`src/rtl/mips_dbg_pkg.sv`:
```
// Shared encodings for the pipeline run/halt debug controller:
// host command opcodes, controller states and halt-cause codes.
package mips_dbg_pkg;

    typedef enum logic [1:0] {
        OP_RUN   = 2'd0,
        OP_HALT  = 2'd1,
        OP_STEP  = 2'd2,
        OP_RUN_N = 2'd3
    } cmd_op_e;

    typedef enum logic [1:0] {
        S_HALT  = 2'd0,
        S_RUN   = 2'd1,
        S_RUNN  = 2'd2,
        S_DRAIN = 2'd3
    } state_e;

    typedef enum logic [2:0] {
        CAUSE_RESET = 3'd0,
        CAUSE_HOST  = 3'd1,
        CAUSE_BP    = 3'd2,
        CAUSE_INSTR = 3'd3,
        CAUSE_COUNT = 3'd4
    } cause_e;

endpackage

```
`src/rtl/pipe_perf_cnt.sv`:
```
// Free-running performance counters: enabled cycles and retired instructions.
// Both wrap modulo 2^CNT_W; only reset clears them.
module pipe_perf_cnt #(
    parameter int CNT_W = 32
) (
    input  logic             clk,
    input  logic             rst_n,
    input  logic             en,
    input  logic             retire_valid,
    output logic [CNT_W-1:0] cycle_cnt,
    output logic [CNT_W-1:0] retire_cnt
);

    always_ff @(posedge clk or negedge rst_n) begin
        if (!rst_n) begin
            cycle_cnt  <= '0;
            retire_cnt <= '0;
        end else if (en) begin
            cycle_cnt <= cycle_cnt + CNT_W'(1);
            if (retire_valid)
                retire_cnt <= retire_cnt + CNT_W'(1);
        end
    end

endmodule

```
`src/rtl/pipe_run_ctrl.sv`:
```
// Run/halt controller: gates the pipeline via pipe_en/if_hold from host commands,
// PC breakpoint, HALT-instruction drain and RUN_N cycle budget.
module pipe_run_ctrl
    import mips_dbg_pkg::*;
#(
    parameter int PC_W         = 32,
    parameter int CNT_W        = 32,
    parameter int DRAIN_CYCLES = 4,
    parameter int AUTO_RUN     = 0
) (
    input  logic             clk,
    input  logic             rst_n,
    input  logic             cmd_valid,
    output logic             cmd_ready,
    input  logic [1:0]       cmd_op,
    input  logic [CNT_W-1:0] cmd_arg,
    input  logic             bp_en,
    input  logic [PC_W-1:0]  bp_addr,
    input  logic [PC_W-1:0]  if_pc,
    input  logic             halt_instr,
    input  logic             retire_valid,
    output logic             pipe_en,
    output logic             if_hold,
    output logic             halted,
    output logic [2:0]       halt_cause,
    output logic [CNT_W-1:0] cycle_cnt,
    output logic [CNT_W-1:0] retire_cnt
);

    localparam int     DW        = (DRAIN_CYCLES < 2) ? 1 : $clog2(DRAIN_CYCLES + 1);
    localparam state_e RST_STATE = (AUTO_RUN != 0) ? S_RUN : S_HALT;

    state_e           state, state_n;
    cause_e           cause, cause_n;
    logic [CNT_W-1:0] remaining, remaining_n;
    logic [DW-1:0]    drain_cnt, drain_n;
    logic             bp_skip, bp_skip_n;
    logic             cmd_acc, bp_hit, running;

    assign cmd_ready  = (state != S_DRAIN);
    assign cmd_acc    = cmd_valid && cmd_ready;
    assign running    = (state == S_RUN) || (state == S_RUNN);
    assign bp_hit     = bp_en && (if_pc == bp_addr) && !bp_skip;
    assign halted     = (state == S_HALT);
    assign halt_cause = cause;

    always_ff @(posedge clk or negedge rst_n) begin
        if (!rst_n) begin
            state     <= RST_STATE;
            cause     <= CAUSE_RESET;
            remaining <= '0;
            drain_cnt <= '0;
            bp_skip   <= 1'b0;
            pipe_en   <= (AUTO_RUN != 0);
            if_hold   <= 1'b0;
        end else begin
            state     <= state_n;
            cause     <= cause_n;
            remaining <= remaining_n;
            drain_cnt <= drain_n;
            bp_skip   <= bp_skip_n;
            pipe_en   <= (state_n != S_HALT);
            if_hold   <= (state_n == S_DRAIN);
        end
    end

    always_comb begin
        state_n     = state;
        cause_n     = cause;
        remaining_n = remaining;
        drain_n     = drain_cnt;
        // The skip only has to survive until the pipeline has moved once.
        bp_skip_n   = (state == S_HALT) ? bp_skip : 1'b0;
        case (state)
            S_HALT: begin
                if (cmd_acc) begin
                    case (cmd_op_e'(cmd_op))
                        OP_RUN:  state_n = S_RUN;
                        OP_STEP: begin
                            state_n     = S_RUNN;
                            remaining_n = CNT_W'(1);
                        end
                        OP_RUN_N: begin
                            if (cmd_arg != '0) begin
                                state_n     = S_RUNN;
                                remaining_n = cmd_arg;
                            end
                        end
                        default: ;
                    endcase
                end
            end
            S_RUN, S_RUNN: begin
                if (state == S_RUNN)
                    remaining_n = remaining - CNT_W'(1);
                // Priority: host HALT > halt_instr > breakpoint > count expiry.
                if (cmd_acc && (cmd_op_e'(cmd_op) == OP_HALT)) begin
                    state_n = S_HALT;
                    cause_n = CAUSE_HOST;
                end else if (halt_instr) begin
                    state_n = S_DRAIN;
                    drain_n = DW'(DRAIN_CYCLES);
                end else if (bp_hit) begin
                    state_n   = S_HALT;
                    cause_n   = CAUSE_BP;
                    bp_skip_n = 1'b1;
                end else if ((state == S_RUNN) && (remaining == CNT_W'(1))) begin
                    state_n = S_HALT;
                    cause_n = CAUSE_COUNT;
                end
            end
            S_DRAIN: begin
                drain_n = drain_cnt - DW'(1);
                if (drain_cnt <= DW'(1)) begin
                    state_n = S_HALT;
                    cause_n = CAUSE_INSTR;
                end
            end
            default: state_n = S_HALT;
        endcase
    end

    pipe_perf_cnt #(.CNT_W(CNT_W)) u_perf (
        .clk          (clk),
        .rst_n        (rst_n),
        .en           (pipe_en),
        .retire_valid (retire_valid),
        .cycle_cnt    (cycle_cnt),
        .retire_cnt   (retire_cnt)
    );

    logic unused_running;
    assign unused_running = running;

endmodule

```
`config.mk`:
```
export PLATFORM = sky130hd
export DESIGN_NAME = pipe_run_ctrl
export DESIGN_NICKNAME = d
export VERILOG_FILES = /design/src/rtl/mips_dbg_pkg.sv /design/src/rtl/pipe_perf_cnt.sv /design/src/rtl/pipe_run_ctrl.sv
export SDC_FILE = /design/constraint.sdc
export NUM_CORES = 1
export LEC_CHECK = 0
export CAP_MARGIN = 5
export CORE_MARGIN = 2
export CORE_UTILIZATION = 48
export DETAILED_ROUTE_END_ITERATION = 8
export GPL_TIMING_DRIVEN = 0
export PLACE_DENSITY = 0.81
export SYNTH_ARGS = -nofsm -noshare
export SYNTH_HDL_FRONTEND = slang
export SYNTH_SLANG_ARGS = --single-unit
```
`constraint.sdc`:
```
create_clock -name clk -period 3.5 [get_ports clk]
set_clock_uncertainty 0.2 [all_clocks]
set_input_delay 0.7 -clock clk [delete_from_list [all_inputs] [get_ports clk]]
set_output_delay 0.7 -clock clk [all_outputs]
set_load 0.05 [all_outputs]
```
Yosys cells after proc, flatten, opt, wreduce, memory -nomap -nowiden
Index checks and enable logic that the tools add are counted.
Word-level totals
  register bits after elaboration: 107
  input bits: 104
  output and inout bits: 71
Operators by class
  add/subtract/negate cells: 4
  magnitude comparators: 1
  equal/unequal tests: 19
  multiplexer cells: 28
  reduce and logical (&&, ||, !) cells: 17
Operator list (number)
  $pmux W32 S2: 2
  $mux W32: 3
  $add A32 B1 Y32 const B: 2
  $eq A32 B1 Y1 const B: 1
  $eq A32 B32 Y1: 1
  $reduce_bool A32 Y1: 1
  $sub A32 B1 Y32 const B: 1
  $mux W3: 7
  $mux W2: 7
  $pmux W2 S3: 2
  $pmux W3 S2: 2
  $eq A2 B2 Y1 const B: 5
  $ne A2 B2 Y1 const B: 5
  $ne A3 B3 Y1 const B: 2
  $reduce_bool A2 Y1: 3
  $logic_and A1 B1 Y1: 5
  $mux W1: 5
  $reduce_and A5 Y1: 1
  $eq A2 B1 Y1 const B: 2
  $logic_not A2 Y1: 2
  $ne A4 B4 Y1 const B: 1
  $reduce_and A4 Y1: 1
  $le A3 B1 Y1 const B: 1
  $ne A3 B1 Y1 const B: 1
  6 further kinds: 6

Logic depth before layout (Yosys ltp)
Gate-level depths: netlist of run 1.
  depth after elaboration: 8
  mapped depth: 10
  mapped depth without buffers: 8

Cells and area by module
From an unflattened synthesis of run 1, not the netlist that was laid out.
Second synthesis, totals
  cells, all modules: 633
  area, all modules: 6038.3 µm²
Modules (own cells, without submodules)
  pipe_run_ctrl: instances 1, cells each 388, area each 3206.8 µm²
  pipe_perf_cnt: instances 1, cells each 245, area each 2831.5 µm²

Worst setup path after synthesis of run 1
Ideal clock, no wire load.
  path kind: register to register
  from: register state[0]
  to: register remaining[4]
  data arrival time: 2.509 ns
  required time: 3.222 ns
  slack: 0.713 ns
  stages on the path, launching flop included: 9
  path buffers: 1
  period minus slack after synthesis: 2.787 ns
  path through: dfrtp_1 ha_1 clkbuf_1 inv_1 and3_1 o31ai_1 a211oi_1 o21ai_0 a21oi_1
On the way
  word-level cells in the longest chain between the ends: 4
  elaborated cells on any way between the ends: 13
  those cells by class: eq/ne (7); mux (1); reduce/logical (5)
Ends and longest elaborated chain
  from (decl): RTL line pipe_run_ctrl.sv:33  | state_e state, state_n;
  from (signal assigned): RTL line pipe_run_ctrl.sv:57  | state <= state_n;
  $ne A2 B2 Y1: RTL line pipe_run_ctrl.sv:40  | assign cmd_ready = (state != S_DRAIN);
  named net cmd_ready: RTL line pipe_run_ctrl.sv:14  | output logic cmd_ready,
  $logic_and A1 B1 Y1: RTL line pipe_run_ctrl.sv:41  | assign cmd_acc = cmd_valid && cmd_ready;
  $ne A2 B1 Y1 (no line)
  $reduce_and A5 Y1 (no line)
  to (signal assigned): RTL line pipe_run_ctrl.sv:59  | remaining <= remaining_n;
  to (decl): RTL line pipe_run_ctrl.sv:35  | logic [CNT_W-1:0] remaining, remaining_n;
The timed path passes the listed nets, and every way through them passes these cells.
A chain may end at the register's enable or synchronous reset.

Final worst setup path of run 1
  from: input port cmd_arg[15]
  to: register remaining[13]
On the way
  word-level cells in the longest chain between the ends: 3
Ends and longest elaborated chain
  from (decl): RTL line pipe_run_ctrl.sv:16  | input logic [CNT_W-1:0] cmd_arg,
  $reduce_bool A32 Y1: RTL line pipe_run_ctrl.sv:84  | if (cmd_arg != '0) begin
  $ne A3 B3 Y1 (no line)
  $reduce_and A5 Y1 (no line)
No other way between the ends.

==> out/results.txt, run 1 <==
status: finished, final reports clean
Antenna Cells: 0
Routed WL: 16,700 um
Max Clock Freq: 301 MHz
initial antenna violation count: 0
DRT iter0 DRCs: 549
layout cell share with drive strength beyond 1: 0.0453
# fillers: 928
Cell Rows: 40
Leak: 3.31 nW
syn_nets: 740
total of max-cap violations: 0
Sequential Power Share: 0.310
power density over the cells: 704 nW/um^2
post-DP HPWL: 12,800 um
vias per cell: 5.85
register area: 2680 um^2
Slew Limit Fails: 0
Main synth FF type: dfrtp_1
combinational power share: 0.517
Die Span Y: 115 um
critical path class: input pin to flip-flop
gr usage total: 0.258
CP Launch Type: input pin
nets: 926
Async SR Flop Fraction: 1.00
boundary pin count: 175
fin crit share: 0.949
largest fanout on the critical path: 10
CP Data Arrival Time: 3.37 ns
ANT nets after route: 0
relative slew slack: 0.129
PortBufs: 174
H-tree level count: 3
Critical Path End Type: flip-flop
Cells after Synth: 626
unrepaired setup endpoints after global routing: false
# clock sinks: 107
worst vdd ir: 0.476 mV
drt drc: 0
Internal: 3.11 mW
overall power: 5.76 mW
Initial Util: 0.494
Hold/Removal Path Class: input pin to async pin
switch share: 0.461
first-pass GRT wire length: 27,100 um
WP data required: 3.55 ns
vias in the first global route: 5,668
cts bufs inserted: 9
power share of the clock group: 0.173
Distinct cells, synth: 56
Reg clk slew, reported paths: 0.07 ns
post-synthesis cell area: 5930 um^2
Final Setup Violations: 0
final hold slack: 0.242 ns
Slew @ Worst Pin: 1.30 ns
EDFF count, synth: 0
postcts setup bufs: 0
Syn-to-layout area delta: 37.9%
core area: 12,000 um^2
per-cell routed wire length: 17.4 um
die width: 115 um
TritonCTS clock tree: done
Seq/Total Area, Yosys: 0.452
Syn. warnings: 0
Clock Path Buffers: 2
Tmin final: 3.32 ns
largest net degree at the start of global routing: 62
full die area: 13,300 um^2
drt first pass iters: 5
final-report hold violation count: 0
synthesized area per cell: 9.47 um^2
Yosys reg bits: 107
via count: 5,635
routability congestion estimate: 0.924
Multi-input gate area: 3090 um^2
Skew-Pair Late Insertion Delay: 0.35 ns
NetSw: 2.66 mW
gr ovfl total: 0
CTS Root Cell: clkbuf_16
[critical path: stages]
cell and delay (ns):
clkdlybuf4s50_1 0.49, nor4_1 0.40, nand3_1 0.26, o31ai_2 0.37, a211o_1 0.18, clkbuf_1 0.36, clkbuf_2 0.30, o21ai_0 0.16
o21ai_0 0.14
[cell families after synthesis]
logic type	synth area share
and+or+nand+nor	0.216
AOI/OAI and AO/OA	0.136
xor gates and xnor gates	0.137
DFF	0.452
adders and majority gates	0.0211
buffers and inverters	0.0283
muxes	0.00928
[final cells by class]
type	instances	area share
clock inverters	5	0.00551
inverters	18	0.00826
multi-input cells	477	0.378
clock buffers	11	0.0297
plain buffers	24	0.0130
repair buffers	175	0.216
flip-flops and latches	107	0.327
well taps	147	0.0225
[flip-flops by register name, indices dropped and copies added (netlist names)]
register and flops:
u_perf.cycle_cnt 32, drain_cnt 3, remaining 32, state 2, bp_skip 1, pipe_en 1, u_perf.retire_cnt 32, if_hold 1
halt_cause 3
[path summary, 6_finish.rpt]
check / depth (start not counted) / from / slack, ns / to
worst max-delay path: 9 / cmd_arg[15] / 0.18 / remaining[13]
worst min-delay path: 1 / rst_n / 0.24 / u_perf.retire_cnt[17]
worst max register to register: 8 / state[0] / 0.26 / remaining[4]
worst min register to register: 1 / u_perf.retire_cnt[31] / 0.27 / u_perf.retire_cnt[31]
max in group asynchronous: 2 / rst_n / 2.15 / drain_cnt[1]
min in group clk: 1 / u_perf.retire_cnt[31] / 0.27 / u_perf.retire_cnt[31]
[Yosys cell counts, drive strengths merged (2+ instances only)]
cell type / number / area, um^2
dfrtp: 107 / 2680
xnor2: 76 / 666
o21ai: 51 / 255
nand2: 46 / 173
nor2: 41 / 161
nand3: 32 / 160
a21oi: 29 / 145
nand4: 28 / 175
nor3: 26 / 130
clkbuf: 21 / 78.8
inv: 18 / 67.6
nor4: 17 / 121
xor2: 17 / 149
and3: 15 / 93.8
ha: 10 / 125
a31oi: 9 / 56.3
and4: 8 / 70.1
a22oi: 7 / 52.6
a32oi: 6 / 52.6
or4: 6 / 56.3
nand2b: 5 / 31.3
mux2: 4 / 45.0
a211oi: 3 / 22.5
a221oi: 3 / 32.5
buf: 3 / 21.3
nor4b: 3 / 26.3
o21a: 3 / 22.5
o22a: 3 / 26.3
a211o: 2 / 17.5
a2bb2oi: 2 / 17.5
a32o: 2 / 20.0
a41oi: 2 / 17.5
and2: 2 / 12.5
nor3b: 2 / 15.0
o31ai: 2 / 15.0
or2: 2 / 12.5
or3: 2 / 12.5
[metrics by stage]
stage	TNS, ns	util	cell area (um^2)	worst slack [ns]	cells
detailed placement	-7.16	0.656	7880	-0.350	948
CTS	0	0.680	8170	0.0266	964
floorplan	0	-	5930	0.713	626
global placement	-270.03	0.654	7860	-2.48	947
finish	0	0.681	8180	0.180	964
global route	0	0.681	8180	0.0309	964
[power groups by stage]
stage | sequential, mW | combinational [mW] | clock (mW)
6_report | 1.79 | 2.98 | 0.995
5_1_grt | 1.83 | 3.23 | 1.07
4_1_cts | 1.78 | 2.93 | 1.02
3_5_place_dp | 1.80 | 2.92 | 0
3_3_place_gp | 1.79 | 2.84 | 0
2_1_floorplan | 2.07 | 1.70 | 0
[cell usage in the layout (no fill, tap or decap), drive strengths merged, types with 6 or more instances in the layout]
cell	Yosys	final
clkdlybuf4s50	0	173
clkbuf	21	32
nor2	41	41
dfrtp	107	107
or4	6	6
xor2	17	17
inv	18	20
a21oi	29	29
ha	10	10
nand4	28	28
nand2	46	46
and4	8	8
nand3	32	32
nor4	17	17
a22oi	7	7
o21ai	51	51
and3	15	15
a31oi	9	9
nor3	26	26
a32oi	6	6
xnor2	76	76
[layer usage]
layer / vias up / track usage / share of wire
met5: - / 0 / 0
met3: 37 / 0.0395 / 0.065
met1: 2695 / 0.348 / 0.43
met2: 246 / 0.417 / 0.48
li1: 2657 / - / -
met4: 0 / 0.112 / 0.026
[repair_timing]
item / in CTS / in global routing
endpoints found under the setup margin: 0 / 28
endpoints found under the hold margin: 0 / 0
resized for setup: 0 / 11
hold buffers: 0 / 0
No activity file was read; power rests on OpenSTA's default activity.
==> run 2: changes to the inputs <==
CTS_CLUSTER_SIZE = 24   (was not set)
==> results of run 2 <==
Same layout as run 1: the final DEF is identical, and so are final timing and power.
